**src/rtl/btn_led_pkg.sv**
```systemverilog
// Shared definitions for the button/LED controller.
//   MODE_*  : per-channel LED mode encoding (2 bits per channel)
//   clog2() : ceiling log2, usable in localparam expressions
package btn_led_pkg;

  localparam logic [1:0] MODE_FOLLOW = 2'b00;
  localparam logic [1:0] MODE_TOGGLE = 2'b01;
  localparam logic [1:0] MODE_BLINK  = 2'b10;
  localparam logic [1:0] MODE_OFF    = 2'b11;

  // Smallest r such that 2**r >= value (0 for value <= 1).
  function automatic int unsigned clog2(input int unsigned value);
    int unsigned result;
    result = 0;
    for (int unsigned i = 0; i < 32; i++) begin
      if ((64'd1 << i) < 64'(value)) result = i + 1;
    end
    return result;
  endfunction

endpackage

```
**src/rtl/btn_debounce.sv**
```systemverilog
// One button channel: 2-flop synchroniser, polarity fix, debounce counter and
// press pulse.
//   clk, rst_n : clock, async active-low reset
//   button     : raw asynchronous button pin
//   pressed    : debounced level, 1 = held
//   press      : one-cycle pulse, high in the first cycle pressed reads 1
module btn_debounce
  import btn_led_pkg::*;
#(
  parameter int unsigned DB_CYCLES      = 120000,
  parameter bit          BTN_ACTIVE_LOW = 1'b1
) (
  input  logic clk,
  input  logic rst_n,
  input  logic button,
  output logic pressed,
  output logic press
);

  localparam int unsigned     CNT_W    = (clog2(DB_CYCLES) > 0) ? clog2(DB_CYCLES) : 1;
  localparam logic [CNT_W-1:0] CNT_LAST = CNT_W'(DB_CYCLES - 1);
  localparam logic             RELEASED = BTN_ACTIVE_LOW;

  logic             sync_q1;
  logic             sync_q2;
  logic             level_c;
  logic [CNT_W-1:0] cnt_q;

  // Synchroniser; resets to the pin's released level so no false press appears.
  always_ff @(posedge clk or negedge rst_n) begin
    if (!rst_n) begin
      sync_q1 <= RELEASED;
      sync_q2 <= RELEASED;
    end else begin
      sync_q1 <= button;
      sync_q2 <= sync_q1;
    end
  end

  assign level_c = sync_q2 ^ BTN_ACTIVE_LOW;

  // Accept a new level only after DB_CYCLES consecutive disagreeing samples.
  always_ff @(posedge clk or negedge rst_n) begin
    if (!rst_n) begin
      cnt_q   <= '0;
      pressed <= 1'b0;
      press   <= 1'b0;
    end else begin
      press <= 1'b0;
      if (level_c == pressed) begin
        cnt_q <= '0;
      end else if (cnt_q == CNT_LAST) begin
        cnt_q   <= '0;
        pressed <= level_c;
        press   <= level_c;
      end else begin
        cnt_q <= cnt_q + CNT_W'(1);
      end
    end
  end

endmodule

```
**src/rtl/button_led_ctrl.sv**
```systemverilog
// Multi-channel debounced button to LED controller.
//   CLK, rst_n   : clock, async active-low reset
//   button       : raw button pins, one per channel
//   mode         : per-channel mode, channel i at [2i+1:2i]
//   EXTERNAL_LED : registered LED drive, 1 = on
//   press        : one-cycle pulse per debounced press
//   pressed      : debounced level, 1 = held
module button_led_ctrl
  import btn_led_pkg::*;
#(
  parameter int unsigned N_CH           = 3,
  parameter int unsigned DB_CYCLES      = 120000,
  parameter int unsigned BLINK_HALF     = 3000000,
  parameter bit          BTN_ACTIVE_LOW = 1'b1
) (
  input  logic                CLK,
  input  logic                rst_n,
  input  logic [N_CH-1:0]     button,
  input  logic [2*N_CH-1:0]   mode,
  output logic [N_CH-1:0]     EXTERNAL_LED,
  output logic [N_CH-1:0]     press,
  output logic [N_CH-1:0]     pressed
);

  localparam int unsigned       BLINK_W    = (clog2(BLINK_HALF) > 0) ? clog2(BLINK_HALF) : 1;
  localparam logic [BLINK_W-1:0] BLINK_LAST = BLINK_W'(BLINK_HALF - 1);

  logic [BLINK_W-1:0] blink_cnt_q;
  logic               blink_phase_q;

  // Shared blink timebase so all blinking channels stay in phase.
  always_ff @(posedge CLK or negedge rst_n) begin
    if (!rst_n) begin
      blink_cnt_q   <= '0;
      blink_phase_q <= 1'b0;
    end else if (blink_cnt_q == BLINK_LAST) begin
      blink_cnt_q   <= '0;
      blink_phase_q <= ~blink_phase_q;
    end else begin
      blink_cnt_q <= blink_cnt_q + BLINK_W'(1);
    end
  end

  for (genvar g = 0; g < N_CH; g++) begin : g_ch
    logic [1:0] ch_mode_c;
    logic       led_next_c;
    logic       toggle_q;
    logic       led_q;

    assign ch_mode_c = mode[2*g +: 2];

    btn_debounce #(
      .DB_CYCLES      (DB_CYCLES),
      .BTN_ACTIVE_LOW (BTN_ACTIVE_LOW)
    ) u_db (
      .clk     (CLK),
      .rst_n   (rst_n),
      .button  (button[g]),
      .pressed (pressed[g]),
      .press   (press[g])
    );

    // Toggle state follows presses regardless of mode, so it survives mode changes.
    always_ff @(posedge CLK or negedge rst_n) begin
      if (!rst_n) toggle_q <= 1'b0;
      else        toggle_q <= toggle_q ^ press[g];
    end

    // Next LED value by mode.
    always_comb begin
      led_next_c = 1'b0;
      case (ch_mode_c)
        MODE_FOLLOW: led_next_c = pressed[g];
        MODE_TOGGLE: led_next_c = toggle_q;
        MODE_BLINK:  led_next_c = toggle_q & blink_phase_q;
        MODE_OFF:    led_next_c = 1'b0;
        default:     led_next_c = 1'b0;
      endcase
    end

    always_ff @(posedge CLK or negedge rst_n) begin
      if (!rst_n) led_q <= 1'b0;
      else        led_q <= led_next_c;
    end

    assign EXTERNAL_LED[g] = led_q;
  end

endmodule

```
**config.mk**
```make
export PLATFORM = sky130hd
export DESIGN_NAME = button_led_ctrl
export DESIGN_NICKNAME = d
export VERILOG_FILES = /design/src/rtl/btn_led_pkg.sv /design/src/rtl/btn_debounce.sv /design/src/rtl/button_led_ctrl.sv
export SDC_FILE = /design/constraint.sdc
export NUM_CORES = 1
export LEC_CHECK = 0
export ABC_AREA = 1
export BUFFER_PORTS_ARGS = -buffer_cell sky130_fd_sc_hd__buf_2
export CAP_MARGIN = 20
export CORE_UTILIZATION = 35
export DETAILED_ROUTE_END_ITERATION = 16
export PLACE_DENSITY = 0.48
export SLEW_MARGIN = 0
export SYNTH_ARGS = -nofsm -noshare
export SYNTH_HDL_FRONTEND = slang
export SYNTH_SLANG_ARGS = --single-unit
```
**constraint.sdc**
```tcl
create_clock -name CLK -period 1.7 [get_ports CLK]
set_input_delay 0 -clock CLK [delete_from_list [all_inputs] [get_ports CLK]]
set_output_delay 0 -clock CLK [all_outputs]
set_load 0.02 [all_outputs]
```
==> results by group <==
Power
  • Final Power: 4410 uW
  • Pleak: 0.00249 uW
  • Internal power: approximately 3500 uW
  • Clock share of power: between 40% and 50%
  • Maximum VDD drop: 493 uV
  • Reg power frac: roughly half
  • Sw Share: 21.3%
  • Pwr Density: 799 nW/um^2
  • Switch Pwr: around 940 uW
  • Logic gate share of total power: 3.6%

Placed design
  • Placer Congestion: 0.862
  • HPWL after DPL: 7140 um
  • Pre-CTS setup slack: 0.160 ns
  • DP Area: 5100 sq um
  • I/O Buffers: 19

GRT
  • Vias in the first global route: 3685
  • Total track usage: 15.5%
  • Pin count of the biggest net entering global routing: 41
  • Initial antenna violation count: 0
  • Grt ovf: 0
  • First-pass GRT wire length: 17500 um

Routing
  • # DRC: 0
  • Detail Route Antenna Nets: 0
  • Final wirelength: 9870 um
  • DR vias/cell: 4.64
  • DR iter-0 viols: 202
  • Average routed wire per standard cell: 12.1 um
  • Vias post-DR: 3780
  • Drt pass-1 iters: 4

Status
  • Status: finished with violations
  • Failing checks: negative hold slack

Setup path
  • Worst Path Max Fanout: 6
  • Critical path's largest stage delay: around 0.37 ns
  • Worst Setup Start Kind: flop
  • Setup CP Type: flop to flop
  • Critical Path End Type: flop
  • Cell chain of the critical path: ha_1 -> nand3_1 -> nor2_2 -> nand3_1 -> clkinv_1 -> nor2_1
  • Crit path max-delay family: simple AND/OR/NAND/NOR gates
  • Data arrival, critical path: approximately 1.8 ns
  • Crit-path most repeated cell: nand3_1
  • Slowest CP cell: dfrtp_1
  • Worst path bufs/invs: 1
  • Critical Path RT: 1.93 ns

STA
  • Max Fclk: 643 MHz
  • Final setup margin: 0.144 ns
  • Worst hold slack: -0.0335 ns
  • Final Setup Violations: 0
  • Final Hold Viols: 1
  • Relative slew slack: between 60 and 70%
  • Setup Skew: about 0.0096 ns
  • Period minus WS final: approximately 1.6 ns
  • Post-route clock period utilization: 91.5%
  • RSZ-0062 raised after global routing: no
  • Setup tns final: 0 ns
  • Fin. max-slew vios: 0
  • Slew @ Worst Pin: 0.475 ns

Synthesis
  • Sequential area share after synthesis: 47.9%
  • Share of the synthesized area in the top cell type: 44.6%
  • Mapped Area: 4820 sq um
  • Mapped Cells: 599
  • Synthesized area per cell: 8.05 sq um
  • Syn_nets: 614
  • Synth area leaders: dfrtp_1 (45%), nor2_1 (10%), nand2_1 (8.6%)
  • Yosys warnings: 0
  • Post-synthesis cell type count: 26
  • Flops & latches, synth: 92
  • Synth area leader: dfrtp_1

Worst hold path
  • Worst Hold Class: input port to flop

Layout
  • Layout filler cell count: 1365
  • Share of cells above drive strength 1: 12.1%
  • Final core utilization: 41.4%
  • ANT cells: 0
  • Post-layout nets: 649
  • Multi-input combinational cell area: 2200 sq um
  • Most common cell after layout, fill and taps aside: nor2_1
  • Most frequent cells in the layout: nor2_1 (131), nand2_1 (111), dfrtp_1 (86)
  • Post-route cell area: 5530 sq um
  • Syn-to-layout area delta: 14.6%
  • Register area: roughly 2300 sq um

Clock tree
  • H-tree Lvls: 3
  • CTS tree: built
  • Worst-Skew Late Latency: ~0.35 ns
  • Clock-pin slew on the worst setup and hold paths: 0.06 ns
  • CTS Buf Count: 9
  • CTS max path bufs: 2
  • CTS root buf: clkbuf_16
  • CTS sink cnt: between 90 and 100

Die
  • IO Pins: 20
  • Initial Utilization: 36.1%
  • Die area: 14200 sq um
  • Num rows: 42
  • Core area: 13300 sq um
  • Die width: 119 um
  • Die Height: 119 um

Flow run
  • MaxCap Viol Count: 0
[Yosys cell counts]
master	number
and3_1	2
nor3_2	2
dfstp_2	6
o21ai_0	10
nor2_1	131
o21ai_1	6
a21oi_1	9
inv_1	61
ha_1	4
nand3_2	1
nor2_2	9
inv_2	5
nand3_1	51
dfrtp_1	86
nand2_2	10
nor3_1	10
xnor2_1	14
nor3b_1	2
xor2_1	34
nand3b_1	4
and2_1	2
nor2_4	9
nand2_1	111
buf_4	9
nand4_1	10
clkinv_1	1
[sequential cells by signal, summed over array words and instances (netlist names)]
| signal | count |
|---|---|
| blink_cnt_q | 22 |
| blink_phase_q | 1 |
| g_ch.led_q | 3 |
| g_ch.toggle_q | 3 |
| g_ch.u_db.cnt_q | 51 |
| g_ch.u_db.press | 3 |
| g_ch.u_db.pressed | 3 |
| g_ch.u_db.sync_q1 | 3 |
| g_ch.u_db.sync_q2 | 3 |
[metal layers]
metal	share of wire, %	GRT usage, %
met1	49	20.3
met2	45	24.6
met3	3.4	4.60
met4	1.7	4.77
met5	0	0
[power groups by stage]
stage | Clock [uW] | Sequential, uW | Combinational, uW
2_1_floorplan | 0 | 2280 | 58.0
3_3_place_gp | 0 | 2280 | 140
3_5_place_dp | 0 | 2280 | 142
4_1_cts | 2090 | 2240 | 164
5_1_grt | 2190 | 2240 | 183
6_report | 2020 | 2240 | 158
[worst min-delay path: cells and delay by family]
kind | cells | cell delay [ns]
buffers and inverters | 1 | 0.10
AOI/OAI and AO/OA | 1 | 0.07
and+or+nand+nor | 2 | 0.10
[what timing repair did]
item                                   CTS  global route
setup endpoints to repair                0            10
buffers inserted                         0             0
endpoints found under the hold margin   39             0
hold buffers                            13             0
resized for setup                        0             1
[through the flow]
step | instances | hold WS [ns]
finish | 815 | -0.0335
CTS | 816 | 0.174
floorplan | 599 | -0.296
global route | 815 | 0.00185
global placement | 787 | -0.00712
detailed placement | 787 | -0.00245
[cell type report]
type / instances / share of cell area [%]
clock buffer: 16 / 5.46
inverter: 67 / 4.55
multi-input combinational: 431 / 39.8
sequential: 92 / 41.8
tap: 176 / 3.99
timing repair buffer: 33 / 4.44
[cells by family after synthesis]
group	Yosys count	share of synthesized area (%)
compound gates	25	2.60
xor+xnor	48	8.72
fa+ha+maj	4	1.04
buf+inv	76	6.62
flops	92	47.9
simple gates	354	33.1
[path summary, 6_finish.rpt]
check	slack, ns	from	end	depth (start not counted)
setup / recovery	0.14	blink_cnt_q[0]	blink_cnt_q[10]	6
hold / removal	-0.03	mode[1]	g_ch[0].led_q	4
setup reg to reg	0.14	blink_cnt_q[0]	blink_cnt_q[10]	6
hold reg to reg	0.35	g_ch[1].u_db.sync_q1	g_ch[1].u_db.sync_q2	0
max in group asynchronous	0.84	rst_n	g_ch[0].u_db.sync_q2	3
min in group asynchronous	0.15	rst_n	g_ch[1].u_db.cnt_q[13]	2
Power figures use the tool's default switching activity.
